## src/rtl/aer_out_core_arbiter.sv

```systemverilog
// aer_out_core_arbiter: merges the per-core 4-phase AEROUT handshakes of the
// core array into one 4-phase AER output through a small event FIFO.
// Output address is {core index, core address}.
// Optional macro AER_ARB_FIXED_PRIO_EN: when defined, the lowest requesting
// core index always wins; by default arbitration is round-robin.
module aer_out_core_arbiter #(
  parameter int CORE_NUM       = 256,
  parameter int CORE_AER_WIDTH = 4,
  parameter int FIFO_DEPTH     = 4
) (
  input  logic                                         clk,
  input  logic                                         rst,
  input  logic [CORE_NUM-1:0]                          CORE_AEROUT_REQ,
  input  logic [CORE_NUM*CORE_AER_WIDTH-1:0]           CORE_AEROUT_ADDR,
  output logic [CORE_NUM-1:0]                          CORE_AEROUT_ACK,
  output logic                                         AEROUT_REQ,
  output logic [$clog2(CORE_NUM)+CORE_AER_WIDTH-1:0]   AEROUT_ADDR,
  input  logic                                         AEROUT_ACK,
  output logic [$clog2(FIFO_DEPTH):0]                  FIFO_LEVEL
);
  localparam int CORE_IDX_WIDTH = $clog2(CORE_NUM);
  localparam int PTR_W          = $clog2(FIFO_DEPTH);
  localparam int EVT_W          = CORE_IDX_WIDTH + CORE_AER_WIDTH;

  typedef enum logic {IN_IDLE, IN_ACK} in_state_t;
  typedef enum logic [1:0] {OUT_IDLE, OUT_REQ, OUT_WAIT} out_state_t;

  in_state_t                 in_state_reg, in_state_next;
  out_state_t                out_state_reg, out_state_next;
  logic [CORE_IDX_WIDTH-1:0] gnt_reg, gnt_next, win_idx;
  logic [EVT_W-1:0]          fifo_mem [FIFO_DEPTH];
  logic [PTR_W-1:0]          wr_ptr_reg, rd_ptr_reg;
  logic [PTR_W:0]            level_reg;
  logic [EVT_W-1:0]          aer_addr_reg;
  logic                      any_req, fifo_full, fifo_empty, push, pop, load_head;

  assign any_req    = |CORE_AEROUT_REQ;
  assign fifo_full  = (level_reg == (PTR_W+1)'(FIFO_DEPTH));
  assign fifo_empty = (level_reg == '0);
  assign pop        = (out_state_reg == OUT_REQ) && AEROUT_ACK;
  // A pop on the same edge frees the slot, so a push at full is still safe.
  assign push       = (in_state_reg == IN_IDLE) && any_req && (!fifo_full || pop);
  assign load_head  = (out_state_reg == OUT_IDLE) && !fifo_empty;

`ifdef AER_ARB_FIXED_PRIO_EN
  // Fixed priority: lowest requesting core index wins.
  always_comb begin
    win_idx = '0;
    for (int i = CORE_NUM - 1; i >= 0; i--)
      if (CORE_AEROUT_REQ[i]) win_idx = CORE_IDX_WIDTH'(i);
  end
`else
  logic [CORE_IDX_WIDTH-1:0] ptr_reg, ptr_next, first_all, first_masked;
  logic [CORE_NUM-1:0]       ptr_mask;
  logic                      any_masked;

  for (genvar gi = 0; gi < CORE_NUM; gi++) begin : g_mask
    assign ptr_mask[gi] = (CORE_IDX_WIDTH'(gi) >= ptr_reg);
  end

  // Round-robin: first requester at or above ptr, otherwise wrap to the lowest.
  always_comb begin
    first_all    = '0;
    first_masked = '0;
    any_masked   = 1'b0;
    for (int i = CORE_NUM - 1; i >= 0; i--) begin
      if (CORE_AEROUT_REQ[i]) first_all = CORE_IDX_WIDTH'(i);
      if (CORE_AEROUT_REQ[i] && ptr_mask[i]) begin
        first_masked = CORE_IDX_WIDTH'(i);
        any_masked   = 1'b1;
      end
    end
    win_idx = any_masked ? first_masked : first_all;
  end

  // Pointer moves past the served core once its handshake completes.
  always_comb begin
    ptr_next = ptr_reg;
    if (in_state_reg == IN_ACK && !CORE_AEROUT_REQ[gnt_reg])
      ptr_next = (gnt_reg == CORE_IDX_WIDTH'(CORE_NUM - 1)) ? '0
                                                            : gnt_reg + CORE_IDX_WIDTH'(1);
  end

  // Round-robin pointer register.
  always_ff @(posedge clk or negedge rst) begin
    if (!rst) ptr_reg <= '0;
    else      ptr_reg <= ptr_next;
  end
`endif

  // Input handshake FSM: grant, hold ACK until the core drops REQ.
  always_comb begin
    in_state_next = in_state_reg;
    gnt_next      = gnt_reg;
    case (in_state_reg)
      IN_IDLE: if (push) begin
        gnt_next      = win_idx;
        in_state_next = IN_ACK;
      end
      IN_ACK: if (!CORE_AEROUT_REQ[gnt_reg]) in_state_next = IN_IDLE;
      default: in_state_next = IN_IDLE;
    endcase
  end

  // Output handshake FSM: present head, pop on ACK, wait for ACK release.
  always_comb begin
    out_state_next = out_state_reg;
    case (out_state_reg)
      OUT_IDLE: if (!fifo_empty) out_state_next = OUT_REQ;
      OUT_REQ:  if (AEROUT_ACK)  out_state_next = OUT_WAIT;
      OUT_WAIT: if (!AEROUT_ACK) out_state_next = OUT_IDLE;
      default:  out_state_next = OUT_IDLE;
    endcase
  end

  // State, FIFO pointers/level and output address registers.
  always_ff @(posedge clk or negedge rst) begin
    if (!rst) begin
      in_state_reg  <= IN_IDLE;
      out_state_reg <= OUT_IDLE;
      gnt_reg       <= '0;
      wr_ptr_reg    <= '0;
      rd_ptr_reg    <= '0;
      level_reg     <= '0;
      aer_addr_reg  <= '0;
    end else begin
      in_state_reg  <= in_state_next;
      out_state_reg <= out_state_next;
      gnt_reg       <= gnt_next;
      if (push) wr_ptr_reg <= wr_ptr_reg + PTR_W'(1);
      if (pop)  rd_ptr_reg <= rd_ptr_reg + PTR_W'(1);
      if (push && !pop)      level_reg <= level_reg + (PTR_W+1)'(1);
      else if (pop && !push) level_reg <= level_reg - (PTR_W+1)'(1);
      if (load_head) aer_addr_reg <= fifo_mem[rd_ptr_reg];
    end
  end

  // Event storage; contents need no reset since level gates every read.
  always_ff @(posedge clk) begin
    if (push)
      fifo_mem[wr_ptr_reg] <= {win_idx, CORE_AEROUT_ADDR[win_idx*CORE_AER_WIDTH +: CORE_AER_WIDTH]};
  end

  for (genvar gi = 0; gi < CORE_NUM; gi++) begin : g_ack
    assign CORE_AEROUT_ACK[gi] = (in_state_reg == IN_ACK) && (gnt_reg == CORE_IDX_WIDTH'(gi));
  end

  assign AEROUT_REQ  = (out_state_reg == OUT_REQ);
  assign AEROUT_ADDR = aer_addr_reg;
  assign FIFO_LEVEL  = level_reg;

endmodule

```

## config.mk

```make
export PLATFORM = sky130hd
export DESIGN_NAME = aer_out_core_arbiter
export DESIGN_NICKNAME = d
export VERILOG_FILES = /design/src/rtl/aer_out_core_arbiter.sv
export SDC_FILE = /design/constraint.sdc
export NUM_CORES = 2
export LEC_CHECK = 0
export BUFFER_PORTS_ARGS = -buffer_cell sky130_fd_sc_hd__buf_4
export CAP_MARGIN = 20
export CORE_AREA = 2 2 613 615
export CTS_CLUSTER_DIAMETER = 50
export DETAILED_ROUTE_END_ITERATION = 6
export DIE_AREA = 0 0 615 617
export GPL_TIMING_DRIVEN = 0
export PLACE_DENSITY_LB_ADDON = 0.25
export SLEW_MARGIN = 15
export SYNTH_ARGS = -nofsm -noshare
export SYNTH_HDL_FRONTEND = slang
export SYNTH_SLANG_ARGS = --single-unit
```

## constraint.sdc

```tcl
create_clock -name clk -period 9.44 [get_ports clk]
set_input_delay 2.832 -clock clk [delete_from_list [all_inputs] [get_ports clk]]
set_output_delay 2.832 -clock clk [all_outputs]
set_load 0.01 [all_outputs]
```

==> results.rst <==
.. list-table::
   :header-rows: 1

   * - Metric
     - Value
   * - Status
     - finished with violations
   * - Violated checks
     - setup timing
   * - Count leader, synth
     - sky130_fd_sc_hd__mux2i_1
   * - Worst EP arrival
     - 9.69 ns
   * - Number of cells on the worst hold path
     - 1
   * - Maximum root-to-sink buffer count
     - 2
   * - Vias in the first global route
     - 45004
   * - Clock slew at reported path FFs
     - 0.08 ns
   * - Fin area
     - 48900 um2
   * - Length of the first detailed-routing pass in iterations
     - 6
   * - Final setup violation count
     - 16
   * - Max-slew headroom at the worst pin
     - 0.0640
   * - Category of the worst setup path capture point
     - flip-flop
   * - Number of instances in the synthesized netlist
     - 3901
   * - Last element of the critical path
     - fifo_mem[0][1]
   * - # H-tree levels
     - 3
   * - Post-route antenna net violation count
     - 0
   * - Post-synthesis cell type count
     - 118
   * - Setup slack of the most critical reg-to-reg path
     - 0.22 ns
   * - Fraction of layout instances using a drive strength above 1
     - 0.392
   * - Sequential element share of the synthesized area
     - 0.0831
   * - Aggregate routed wire length
     - 430000 um
   * - Yosys top cell area share
     - 0.181
   * - FFs w/ async S/R, synth
     - 0.442
   * - Horizontal die dimension
     - 615 um
   * - Remaining DRCs
     - 0
   * - Number of buffers added on ports
     - approximately 1500
   * - Growth of design area from synthesis to finish
     - 69.9%
   * - Vias post-DR
     - ~46000
   * - Final Critical Period
     - 9.61 ns
   * - Number of enable-type register cells in the synthesized netlist
     - 48
   * - Maximum fanout along the worst path
     - 10
   * - Smallest setup slack after layout
     - -0.167 ns
   * - Biggest area contributors in the synthesized netlist
     - sky130_fd_sc_hd__mux2i_1 (18%), sky130_fd_sc_hd__mux4_2 (7.7%), sky130_fd_sc_hd__nor2_1 (6.1%)
   * - Final count of hold timing violations
     - 0
   * - Combined global-route utilization of all metal layers
     - 0.214
   * - Worst Hold Class
     - flip-flop to flip-flop
   * - Global-route wire length before repair
     - ~530000 um
   * - Count of routing violations after the opening detailed-route iteration
     - 5489
   * - Measured slew at the worst slew-check pin
     - 1.39 ns
   * - Final Slew Violations
     - 0
   * - Clock sinks
     - 86
   * - Flip-flop count of the largest register, all copies and words added
     - 48
   * - Area after DPL
     - 47700 um2
   * - Die area
     - approximately 380000 um2
   * - Worst endpoint required time
     - 9.53 ns
   * - Most used standard cells in the synthesized netlist
     - sky130_fd_sc_hd__mux2i_1 (522), sky130_fd_sc_hd__nor2_1 (468), sky130_fd_sc_hd__nand2_1 (266)
   * - Standard-cell row count
     - 225
   * - Number of cells traversed by the worst register-to-register path
     - 19
   * - Flop and latch count out of synthesis
     - 86
   * - CTS tree
     - yes
   * - Clock buffer count from CTS
     - 9
   * - Max Clock Skew
     - 0.0229 ns
   * - Period utilization
     - 1.02
   * - Detail-routed via count per cell
     - 4.36
   * - Nets in the synthesized netlist
     - 5194
   * - Buffer type at the clock tree root
     - sky130_fd_sc_hd__clkbuf_16
   * - Routability-driven placement congestion ratio
     - ~1.0
   * - Launching element type of the critical path
     - input pin
   * - Die Y-Extent
     - 617 um
   * - Hold buffers post-CTS
     - 0
   * - I/O pin count
     - around 1600
   * - Maximum clock rate
     - 104 MHz
   * - Max capacitance violation total
     - 0
   * - Synth Warn #
     - 0
   * - Remaining global-route overflow
     - 0
   * - Fillers
     - 43423
   * - Worst-skew pair later-pin latency
     - 0.38 ns
   * - Register with the most flip-flops
     - fifo_mem
   * - Largest net degree at the start of global routing
     - 39
   * - Type of the worst setup path
     - input pin to flip-flop
   * - Leading register cell type out of synthesis
     - sky130_fd_sc_hd__edfxtp_1
   * - Avg WL per Cell
     - between 40 and 50 um
   * - Initial cell density of the core
     - 0.0771
   * - Beginning of the critical path
     - CORE_AEROUT_REQ[207]
   * - Post-synthesis cell area
     - 28800 um2
   * - Most area-hungry cell type in the Yosys netlist
     - sky130_fd_sc_hd__mux2i_1
   * - Reg2Reg Launch Point
     - ptr_reg[0]
   * - Detailed Place HPWL
     - 373000 um
   * - Mapped Avg Cell Area
     - between 7 and 8 um2
   * - Initial antenna violation count
     - 119
   * - Final-stage net count
     - 6806
   * - Std-Cell Core Area
     - between 300000 and 400000 um2
   * - Capturing point of the worst reg2reg path
     - fifo_mem[2][2]
==> worst min-delay path by stage <==
stage / startpoint / endpoint
after floorplan: wr_ptr_reg[0] / wr_ptr_reg[0]
after global placement: AEROUT_ADDR[10] / AEROUT_ADDR[10]
after detailed placement: AEROUT_ADDR[0] / AEROUT_ADDR[0]
after CTS: AEROUT_ADDR[0] / AEROUT_ADDR[0]
after global routing: AEROUT_ADDR[0] / AEROUT_ADDR[0]
final: AEROUT_ADDR[0] / AEROUT_ADDR[0]
==> per-layer routing <==
| layer | vias to the layer above | global-route usage | part of all wire |
|---|---|---|---|
| met4 | 24 | 0.129 | 0.073 |
| met2 | 3364 | 0.357 | 0.46 |
| met5 | - | 0 | 0.00036 |
| met3 | 688 | 0.0526 | 0.080 |
| li1 | 18647 | - | - |
| met1 | 23381 | 0.248 | 0.38 |
==> stage by stage <==
step / util / setup slack, ns / instances / setup TNS (ns) / hold WS, ns
finish: 0.131 / -0.167 / 10584 / -1.95 / 0.517
global route: 0.131 / -0.00393 / 10565 / -0.0156 / 0.531
detailed placement: 0.128 / -2.44 / 10485 / -35.64 / 0.497
floorplan: - / 2.44 / 3901 / 0 / 0.498
global placement: 0.125 / -6.51 / 10430 / -103.00 / 0.497
CTS: 0.130 / 0.00552 / 10501 / 0 / 0.514
==> worst max-delay path, stage by stage <==
cell	delay (ns)
sky130_fd_sc_hd__clkbuf_1	0.32
sky130_fd_sc_hd__nor4_1	0.62
sky130_fd_sc_hd__nand2b_1	0.22
sky130_fd_sc_hd__or4_1	0.59
sky130_fd_sc_hd__a31oi_1	0.59
sky130_fd_sc_hd__o21ai_1	0.38
sky130_fd_sc_hd__nand4_1	0.23
sky130_fd_sc_hd__o21ai_1	0.20
sky130_fd_sc_hd__buf_4	0.31
sky130_fd_sc_hd__inv_2	0.20
sky130_fd_sc_hd__clkbuf_2	0.47
sky130_fd_sc_hd__buf_12	0.25
sky130_fd_sc_hd__and2_1	0.88
sky130_fd_sc_hd__nand4_1	0.42
sky130_fd_sc_hd__nand3_1	0.36
sky130_fd_sc_hd__a211oi_1	0.12
sky130_fd_sc_hd__nor4b_4	0.58
==> logic make-up after synthesis <==
group                      after synthesis  synth area share
adders and majority gates               10           0.00461
buffers and inverters                  404            0.0760
DFF                                     86            0.0831
muxes                                  671             0.278
xor gates and xnor gates                11           0.00335
and+or+nand+nor                       1496             0.261
AOI/OAI and AO/OA                     1223             0.294
==> cell usage in the layout, fill, tap and decap left out, types with 48 or more instances in the layout <==
master,synthesis,final
sky130_fd_sc_hd__buf_6,40,56
sky130_fd_sc_hd__clkbuf_1,113,94
sky130_fd_sc_hd__buf_2,82,67
sky130_fd_sc_hd__nand4_1,72,72
sky130_fd_sc_hd__mux2i_1,522,495
sky130_fd_sc_hd__o21ai_0,236,230
sky130_fd_sc_hd__a211oi_1,73,68
sky130_fd_sc_hd__inv_1,83,82
sky130_fd_sc_hd__nor3_1,117,110
sky130_fd_sc_hd__o22ai_1,49,48
sky130_fd_sc_hd__nor4_1,104,92
sky130_fd_sc_hd__mux2_2,51,51
sky130_fd_sc_hd__edfxtp_1,48,48
sky130_fd_sc_hd__nor2_1,468,463
sky130_fd_sc_hd__and2_1,52,52
sky130_fd_sc_hd__buf_4,55,1613
sky130_fd_sc_hd__diode_2,0,72
sky130_fd_sc_hd__o211ai_1,64,64
sky130_fd_sc_hd__a22oi_1,74,73
sky130_fd_sc_hd__mux4_2,98,98
sky130_fd_sc_hd__a21oi_1,214,206
sky130_fd_sc_hd__nand2_1,266,261
sky130_fd_sc_hd__nand3_1,163,163
==> final cells by class <==
class / count / area, um2 / area share
Clock buffer: 9 / 225 / 0.00460
Inverter: 89 / 342 / 0.00698
Buffer: 312 / 2020 / 0.0413
Antenna cell: 72 / 180 / 0.00368
Sequential cell: 86 / 2390 / 0.0489
Tap cell: 4994 / 6250 / 0.128
Multi-Input combinational cell: 3411 / 25000 / 0.511
Timing Repair Buffer: 1604 / 12500 / 0.255
Clock inverter: 7 / 63.8 / 0.00130
==> timing repair <==
item                       in CTS  in global routing
resized for setup             110                 45
pin swaps                       2                  8
setup buffers                   3                  4
setup endpoints to repair      20                 16
Power is not shown: default switching activity piles up to over one toggle a cycle in this logic, so the estimate is an artifact.
